File: config.mk
export PLATFORM = sky130hd
export DESIGN_NAME = sha_msg_loader
export DESIGN_NICKNAME = d
export VERILOG_FILES = /design/src/rtl/sha_msg_loader.sv
export SDC_FILE = /design/constraint.sdc
export NUM_CORES = 1
export LEC_CHECK = 0
export ABC_AREA = 1
export CORE_AREA = 2 2 102 104
export DETAILED_ROUTE_END_ITERATION = 8
export DIE_AREA = 0 0 104 106
export PLACE_DENSITY = 0.56
export SLEW_MARGIN = 0
export SYNTH_ARGS = -nofsm -noshare
export SYNTH_HDL_FRONTEND = slang
export SYNTH_SLANG_ARGS = --single-unit
File: constraint.sdc
create_clock -name clk -period 4.8 [get_ports clk]
set_clock_uncertainty 0.1 [all_clocks]
set_input_delay 0.72 -clock clk [delete_from_list [all_inputs] [get_ports clk]]
set_output_delay 0.72 -clock clk [all_outputs]
set_load 0.02 [all_outputs]
File: src/rtl/sha_msg_loader.sv
// SHA-256 message RAM writer: streams message bytes into a byte-wide RAM
// port at sequential addresses, then appends 0x80, zero fill and the 64-bit
// big-endian bit length, and reports the resulting 512-bit block count.
module sha_msg_loader #(
  parameter int unsigned ADDR_W  = 10,
  parameter int unsigned MAX_LEN = 1015
) (
  input  logic              clk,
  input  logic              rst_n,
  input  logic              start,
  input  logic              empty_msg,
  input  logic              in_valid,
  input  logic [7:0]        in_data,
  input  logic              in_last,
  output logic              in_ready,
  output logic              ram_we,
  output logic [ADDR_W-1:0] ram_waddr,
  output logic [7:0]        ram_wdata,
  output logic              busy,
  output logic              done,
  output logic              overflow,
  output logic [4:0]        num_blocks,
  output logic [ADDR_W-1:0] msg_bytes
);

  // One extra bit so the padded size P (up to 2**ADDR_W) is representable.
  localparam int unsigned PW = ADDR_W + 1;

  typedef enum logic [2:0] {
    S_IDLE,
    S_LOAD,
    S_PAD80,
    S_PADZ,
    S_PADLEN,
    S_DROP,
    S_DONE
  } state_t;

  state_t            state_q, state_d;
  logic [ADDR_W-1:0] count_q, count_d;
  logic [ADDR_W-1:0] len_q, len_d;
  logic [3:0]        pidx_q, pidx_d;
  logic              we_q, we_d;
  logic [ADDR_W-1:0] waddr_q, waddr_d;
  logic [7:0]        wdata_q, wdata_d;
  logic              ovf_q, ovf_d;
  logic [4:0]        nblk_q, nblk_d;
  logic [ADDR_W-1:0] mbytes_q, mbytes_d;

  logic [PW-1:0]     len_p8;
  logic [PW-1:0]     nblk_w;
  logic [PW-1:0]     pad_end;
  logic [PW-1:0]     zlast;
  logic [63:0]       bitlen;
  logic [5:0]        len_shift;
  logic [7:0]        len_byte;

  // Padding geometry derived from the latched message length.
  always_comb begin
    len_p8    = PW'(len_q) + PW'(8);
    nblk_w    = (len_p8 >> 6) + PW'(1);
    pad_end   = nblk_w << 6;
    zlast     = pad_end - PW'(9);
    bitlen    = 64'({len_q, 3'b000});
    len_shift = {3'd7 - pidx_q[2:0], 3'b000};
    len_byte  = 8'(bitlen >> len_shift);
  end

  // Next-state and datapath control.
  always_comb begin
    state_d  = state_q;
    count_d  = count_q;
    len_d    = len_q;
    pidx_d   = pidx_q;
    we_d     = 1'b0;
    waddr_d  = waddr_q;
    wdata_d  = wdata_q;
    ovf_d    = ovf_q;
    nblk_d   = nblk_q;
    mbytes_d = mbytes_q;
    in_ready = 1'b0;

    case (state_q)
      S_IDLE, S_DONE: begin
        if (start) begin
          count_d  = '0;
          len_d    = '0;
          pidx_d   = '0;
          ovf_d    = 1'b0;
          nblk_d   = '0;
          mbytes_d = '0;
          state_d  = empty_msg ? S_PAD80 : S_LOAD;
        end
      end
      S_LOAD: begin
        in_ready = 1'b1;
        if (in_valid) begin
          if (count_q == ADDR_W'(MAX_LEN)) begin
            ovf_d   = 1'b1;
            state_d = in_last ? S_DONE : S_DROP;
          end else begin
            we_d    = 1'b1;
            waddr_d = count_q;
            wdata_d = in_data;
            count_d = count_q + 1'b1;
            if (in_last) begin
              len_d   = count_q + 1'b1;
              state_d = S_PAD80;
            end
          end
        end
      end
      S_PAD80: begin
        we_d    = 1'b1;
        waddr_d = count_q;
        wdata_d = 8'h80;
        count_d = count_q + 1'b1;
        state_d = (len_q[5:0] == 6'd55) ? S_PADLEN : S_PADZ;
      end
      S_PADZ: begin
        we_d    = 1'b1;
        waddr_d = count_q;
        wdata_d = 8'h00;
        count_d = count_q + 1'b1;
        if (PW'(count_q) == zlast) state_d = S_PADLEN;
      end
      S_PADLEN: begin
        // Eight length writes, then one idle cycle so done rises the cycle
        // after the final write is presented. The address is not advanced
        // past the last byte so it never wraps at full capacity.
        if (!pidx_q[3]) begin
          we_d    = 1'b1;
          waddr_d = count_q;
          wdata_d = len_byte;
          pidx_d  = pidx_q + 1'b1;
          if (pidx_q != 4'd7) count_d = count_q + 1'b1;
        end else begin
          nblk_d   = 5'(nblk_w);
          mbytes_d = len_q;
          state_d  = S_DONE;
        end
      end
      S_DROP: begin
        in_ready = 1'b1;
        if (in_valid && in_last) state_d = S_DONE;
      end
      default: state_d = S_IDLE;
    endcase
  end

  // State and registered output update.
  always_ff @(posedge clk or negedge rst_n) begin
    if (!rst_n) begin
      state_q  <= S_IDLE;
      count_q  <= '0;
      len_q    <= '0;
      pidx_q   <= '0;
      we_q     <= 1'b0;
      waddr_q  <= '0;
      wdata_q  <= '0;
      ovf_q    <= 1'b0;
      nblk_q   <= '0;
      mbytes_q <= '0;
    end else begin
      state_q  <= state_d;
      count_q  <= count_d;
      len_q    <= len_d;
      pidx_q   <= pidx_d;
      we_q     <= we_d;
      waddr_q  <= waddr_d;
      wdata_q  <= wdata_d;
      ovf_q    <= ovf_d;
      nblk_q   <= nblk_d;
      mbytes_q <= mbytes_d;
    end
  end

  // Status decode from the state register.
  always_comb begin
    busy = (state_q == S_LOAD) || (state_q == S_PAD80) || (state_q == S_PADZ) ||
           (state_q == S_PADLEN) || (state_q == S_DROP);
    done = (state_q == S_DONE);
  end

  assign ram_we     = we_q;
  assign ram_waddr  = waddr_q;
  assign ram_wdata  = wdata_q;
  assign overflow   = ovf_q;
  assign num_blocks = nblk_q;
  assign msg_bytes  = mbytes_q;

endmodule

==> flow_results.org <==
** Placement
- Count of input and output buffers :: 51
- Number of cells after detailed placement :: 559
- Detailed placement HPWL :: 6210 microns
- At the end of routability-driven placement, the weighted congestion stood at 0.866.

** Clock network
- Maximum buffer depth of the clock tree :: 2
- Gates resized during post-CTS repair numbered 0.
- In this run, post-CTS hold repair placed 0 buffers.
- H-tree depth :: 3
- TritonCTS built the clock tree.
- After clock tree synthesis, the setup repair step added 0 buffers.
- CTS buffer count :: 9
- Clock-pin slew on the worst setup and hold paths :: 70 ps
- Clock root buffer :: sky130_fd_sc_hd__clkbuf_8
- CTS saw 62 sinks.
- The clock reaches the later pin of the worst-skew pair after 350 ps.

** Pwr
- Of the total power, the share spent switching nets is 42.6%.
- VDD sags by at most 263 uV.
- Sequential cells account for 30.3% of the total power.
- The share of total power dissipated in combinational logic is 50.2%.
- The internal power of the cells totals 0.00151 W.
- Summed over all cells, the static leakage comes to 1.80 nW.
- The analysis attributes to net switching a power of 0.00112 W.
- Clk network pwr share :: 19.5%
- For this design the ratio of total power to cell area is 619 nW/um^2.

** Logic synthesis
- Synthesis Warnings :: 0
- Summing the areas of all xor and xnor instances in the mapped netlist gives 2.05% of the synthesized area.
- Post-synth net total :: 399
- The average instance in the mapped netlist occupies 8.96 sq um.
- By area, the combinational part of the netlist is dominated by simple AND/OR/NAND/NOR gates.
- Counting flops and latches in the post-synthesis netlist gives 62.
- Fraction of the yosys area taken by sequential cells :: 45.4%
- The synthesized netlist devotes 25.1% of its cell area to simple gates.
- The synthesized netlist occupies a cell area of 3410 sq um.
- Cells after synthesis :: 381
- Fraction of the mapped netlist area in compound gates :: 16.5%
- Count of different cell masters after synthesis :: 41
- After synthesis, the share of cell area in mux cells is 0.989%.
- The synthesized netlist devotes 1.47% of its cell area to adder and majority cells.

** GRT
- The first global-routing pass estimated 14,100 microns of wire.
- Tot GR Track Use :: 16.4%
- Number of antenna violations at the first check in global routing :: 0
- The via count of the first global-routing pass is 2,778.
- Sum of overflow across all layers after global routing :: 0
- Pin count of the biggest net entering global routing :: 33

** Die
- The floorplan has 37 rows.
- Measured along the y axis, the die boundary spans 106 microns.
- Die area :: 11,000 sq um
- The initial utilization of the core area, before any placement, comes to 34.1%.
- Placeable core area :: 10000 sq um
- Die extent in x :: 104 microns
- Top-level port count :: 52

** Flow run
- Max Cap Viol :: 0

** Route
- After detailed routing, the number of vias per cell comes to 4.82.
- First drt pass iteration count :: 4
- In the routed design, unresolved DRC markers number 0.
- Detail Route Antenna Nets :: 0
- Detailed routing inserted a total of 2,771 vias.
- Post-DR wirelength/cell :: 14.5 microns
- For this block, the initial DRC count from the detailed router was 149.
- After detailed routing, the total wire length is 8330 microns.

** STA
- Number of pins with negative max-slew slack in the final report :: 0
- Worst Tran Pin Value :: 737 ps
- Crit share post-route :: 64.2%
- Adding up every negative setup slack in the final design gives 0 ps.
- Maximum operating frequency :: 325 MHz
- The hold violation count in the final report was 0.
- The worst pin sits at a relative slew slack of 50.7%.
- The worst path in the final design needs a cycle of 3080 ps, including I/O delays and setup.
- Setup violations remaining at the end of the flow were counted as 0.
- Setup repair after global routing left no endpoint under its margin.

** Worst setup path
- Kind of end point of the critical path :: output pin
- Type of the worst setup path :: reg2out
- Tracing the worst setup path back leads to its startpoint at state_q[1].
- Required time of the critical path :: 3980 ps
- The worst register-to-register path begins at count_q[0].
- Kind of launch point of the worst setup path :: flop
- STA puts the critical path data arrival time at 2260 ps.
- In this run the worst path has a maximum fanout of 16.

** Finish
- The finished layout holds 575 standard cells, fillers aside.
- Footprint of the multi-input gates :: 1580 sq um
- Number of nets in the final layout :: 452
- The filler cells instantiated in the layout total 1,035.
- Most common cell after layout, fill and taps aside :: sky130_fd_sc_hd__nand2_1
- Area used by sequential logic in the layout :: 1550 sq um
- Ant. Diodes :: 0
- Compared with the post-synthesis result, the final layout area differs by 24.1%.
- Cells with a size suffix above 1 make up 18.9% of the layout.
- Most used cells in the layout excluding fill and tap cells :: sky130_fd_sc_hd__nand2_1, sky130_fd_sc_hd__dfrtp_1, sky130_fd_sc_hd__clkdlybuf4s50_1

** Status
- The run finished with clean final reports.

** Min path
- HP Class :: in2async
-- sequential cells by signal (all words and copies together) (netlist names) --
name / cells
count_q: 10
state_q: 3
overflow: 1
ram_we: 1
pidx_q: 4
len_q: 10
num_blocks: 5
ram_waddr: 10
ram_wdata: 8
msg_bytes: 10
-- cell usage after synthesis --
cell type,number,share of area (%)
sky130_fd_sc_hd__a21oi_1,13,1.9
sky130_fd_sc_hd__a21oi_2,12,3.1
sky130_fd_sc_hd__a22o_1,1,0.26
sky130_fd_sc_hd__a31oi_1,5,0.92
sky130_fd_sc_hd__a31oi_2,2,0.73
sky130_fd_sc_hd__and2_1,1,0.18
sky130_fd_sc_hd__buf_1,1,0.11
sky130_fd_sc_hd__buf_2,2,0.29
sky130_fd_sc_hd__buf_4,1,0.22
sky130_fd_sc_hd__buf_6,5,1.6
sky130_fd_sc_hd__clkbuf_1,3,0.33
sky130_fd_sc_hd__clkinv_4,1,0.26
sky130_fd_sc_hd__dfrtp_1,62,45
sky130_fd_sc_hd__ha_1,4,1.5
sky130_fd_sc_hd__inv_1,42,4.6
sky130_fd_sc_hd__inv_2,7,0.77
sky130_fd_sc_hd__inv_4,1,0.18
sky130_fd_sc_hd__mux2_2,1,0.33
sky130_fd_sc_hd__mux2i_4,1,0.66
sky130_fd_sc_hd__nand2_1,63,6.9
sky130_fd_sc_hd__nand2_2,5,0.92
sky130_fd_sc_hd__nand2_4,2,0.66
sky130_fd_sc_hd__nand3_1,33,4.8
sky130_fd_sc_hd__nand4_1,16,2.9
sky130_fd_sc_hd__nor2_1,31,3.4
sky130_fd_sc_hd__nor2_2,7,1.3
sky130_fd_sc_hd__nor2_4,3,0.99
sky130_fd_sc_hd__nor3_1,3,0.44
sky130_fd_sc_hd__nor3_2,2,0.59
sky130_fd_sc_hd__nor3_4,3,1.4
sky130_fd_sc_hd__nor3b_2,1,0.37
sky130_fd_sc_hd__o211ai_1,1,0.22
sky130_fd_sc_hd__o21ai_0,13,1.9
sky130_fd_sc_hd__o21ai_1,1,0.15
sky130_fd_sc_hd__o21ai_4,1,0.48
sky130_fd_sc_hd__o221ai_1,1,0.26
sky130_fd_sc_hd__o22ai_1,6,1.1
sky130_fd_sc_hd__o22ai_2,15,5.5
sky130_fd_sc_hd__or2_2,1,0.18
sky130_fd_sc_hd__xnor2_1,1,0.26
sky130_fd_sc_hd__xor2_1,7,1.8
-- area by class of cell --
type                            instances  share of cell area [%]
Sequential cell                        62                    36.6
Clock inverter                          4                    1.65
Inverter                               51                    4.69
Clock buffer                           12                    3.42
Tap cell                              136                    4.01
Timing Repair Buffer                   54                    12.5
Multi-Input combinational cell        256                    37.2
-- layer usage --
layer / share of wire [%] / global-route usage [%] / wire (microns)
met1: 47 / 21.9 / 3950
met2: 47 / 26.2 / 3900
met3: 4.1 / 3.07 / 341
met4: 1.7 / 7.05 / 140
met5: 0 / 0 / 0
-- worst paths after layout --
check | endpoint | slack [ps] | depth (start not counted)
hold / removal | state_q[0] | 330 | 1
max in group asynchronous | count_q[9] | 3370 | 2
setup / recovery | busy | 1720 | 6
min in group clk | num_blocks[1] | 400 | 2
hold reg to reg | num_blocks[1] | 400 | 2
setup reg to reg | ram_waddr[6] | 2110 | 9
-- logic make-up (layout without fill, tap and decap cells) --
kind of cell / count (synthesis) / in the layout
AND/OR/NAND/NOR: 171 / 171
multiplexers: 2 / 2
XOR/XNOR: 8 / 8
flip-flops: 62 / 62
buffers and inverters: 63 / 121
AO/OA/AOI/OAI: 71 / 71
adder cells (fa/ha/maj): 4 / 4
-- power by group through the flow --
stage                     clock [W]  sequential (W)  combinational, W
after floorplan                   0        0.000902          0.000859
after global placement            0        0.000804           0.00131
after detailed placement          0        0.000807           0.00132
after CTS                  0.000525        0.000798           0.00133
after global routing       0.000548        0.000819           0.00145
final                      0.000512        0.000795           0.00132
-- critical path, stage by stage, from the launching register on --
cell	delay, ps
sky130_fd_sc_hd__dfrtp_1	480
sky130_fd_sc_hd__nor2_2	250
sky130_fd_sc_hd__nand2_4	170
sky130_fd_sc_hd__inv_2	250
sky130_fd_sc_hd__nor2_2	100
sky130_fd_sc_hd__nand2_1	70
sky130_fd_sc_hd__clkdlybuf4s50_1	590
-- per-stage QoR --
| stage | hold slack (ps) | area [sq um] | utilization (%) | setup WS, ps | power (W) |
|---|---|---|---|---|---|
| final | 329 | 4240 | 42.4 | 1720 | 0.00262 |
| after detailed placement | 397 | 4020 | 40.2 | 2010 | 0.00213 |
| after global placement | 394 | 4020 | 40.2 | 2020 | 0.00211 |
| after floorplan | 324 | 3410 | - | 2850 | 0.00176 |
| after CTS | 361 | 4240 | 42.4 | 1710 | 0.00265 |
| after global routing | 383 | 4240 | 42.4 | 1610 | 0.00281 |
(Power assumes the default switching activity.)
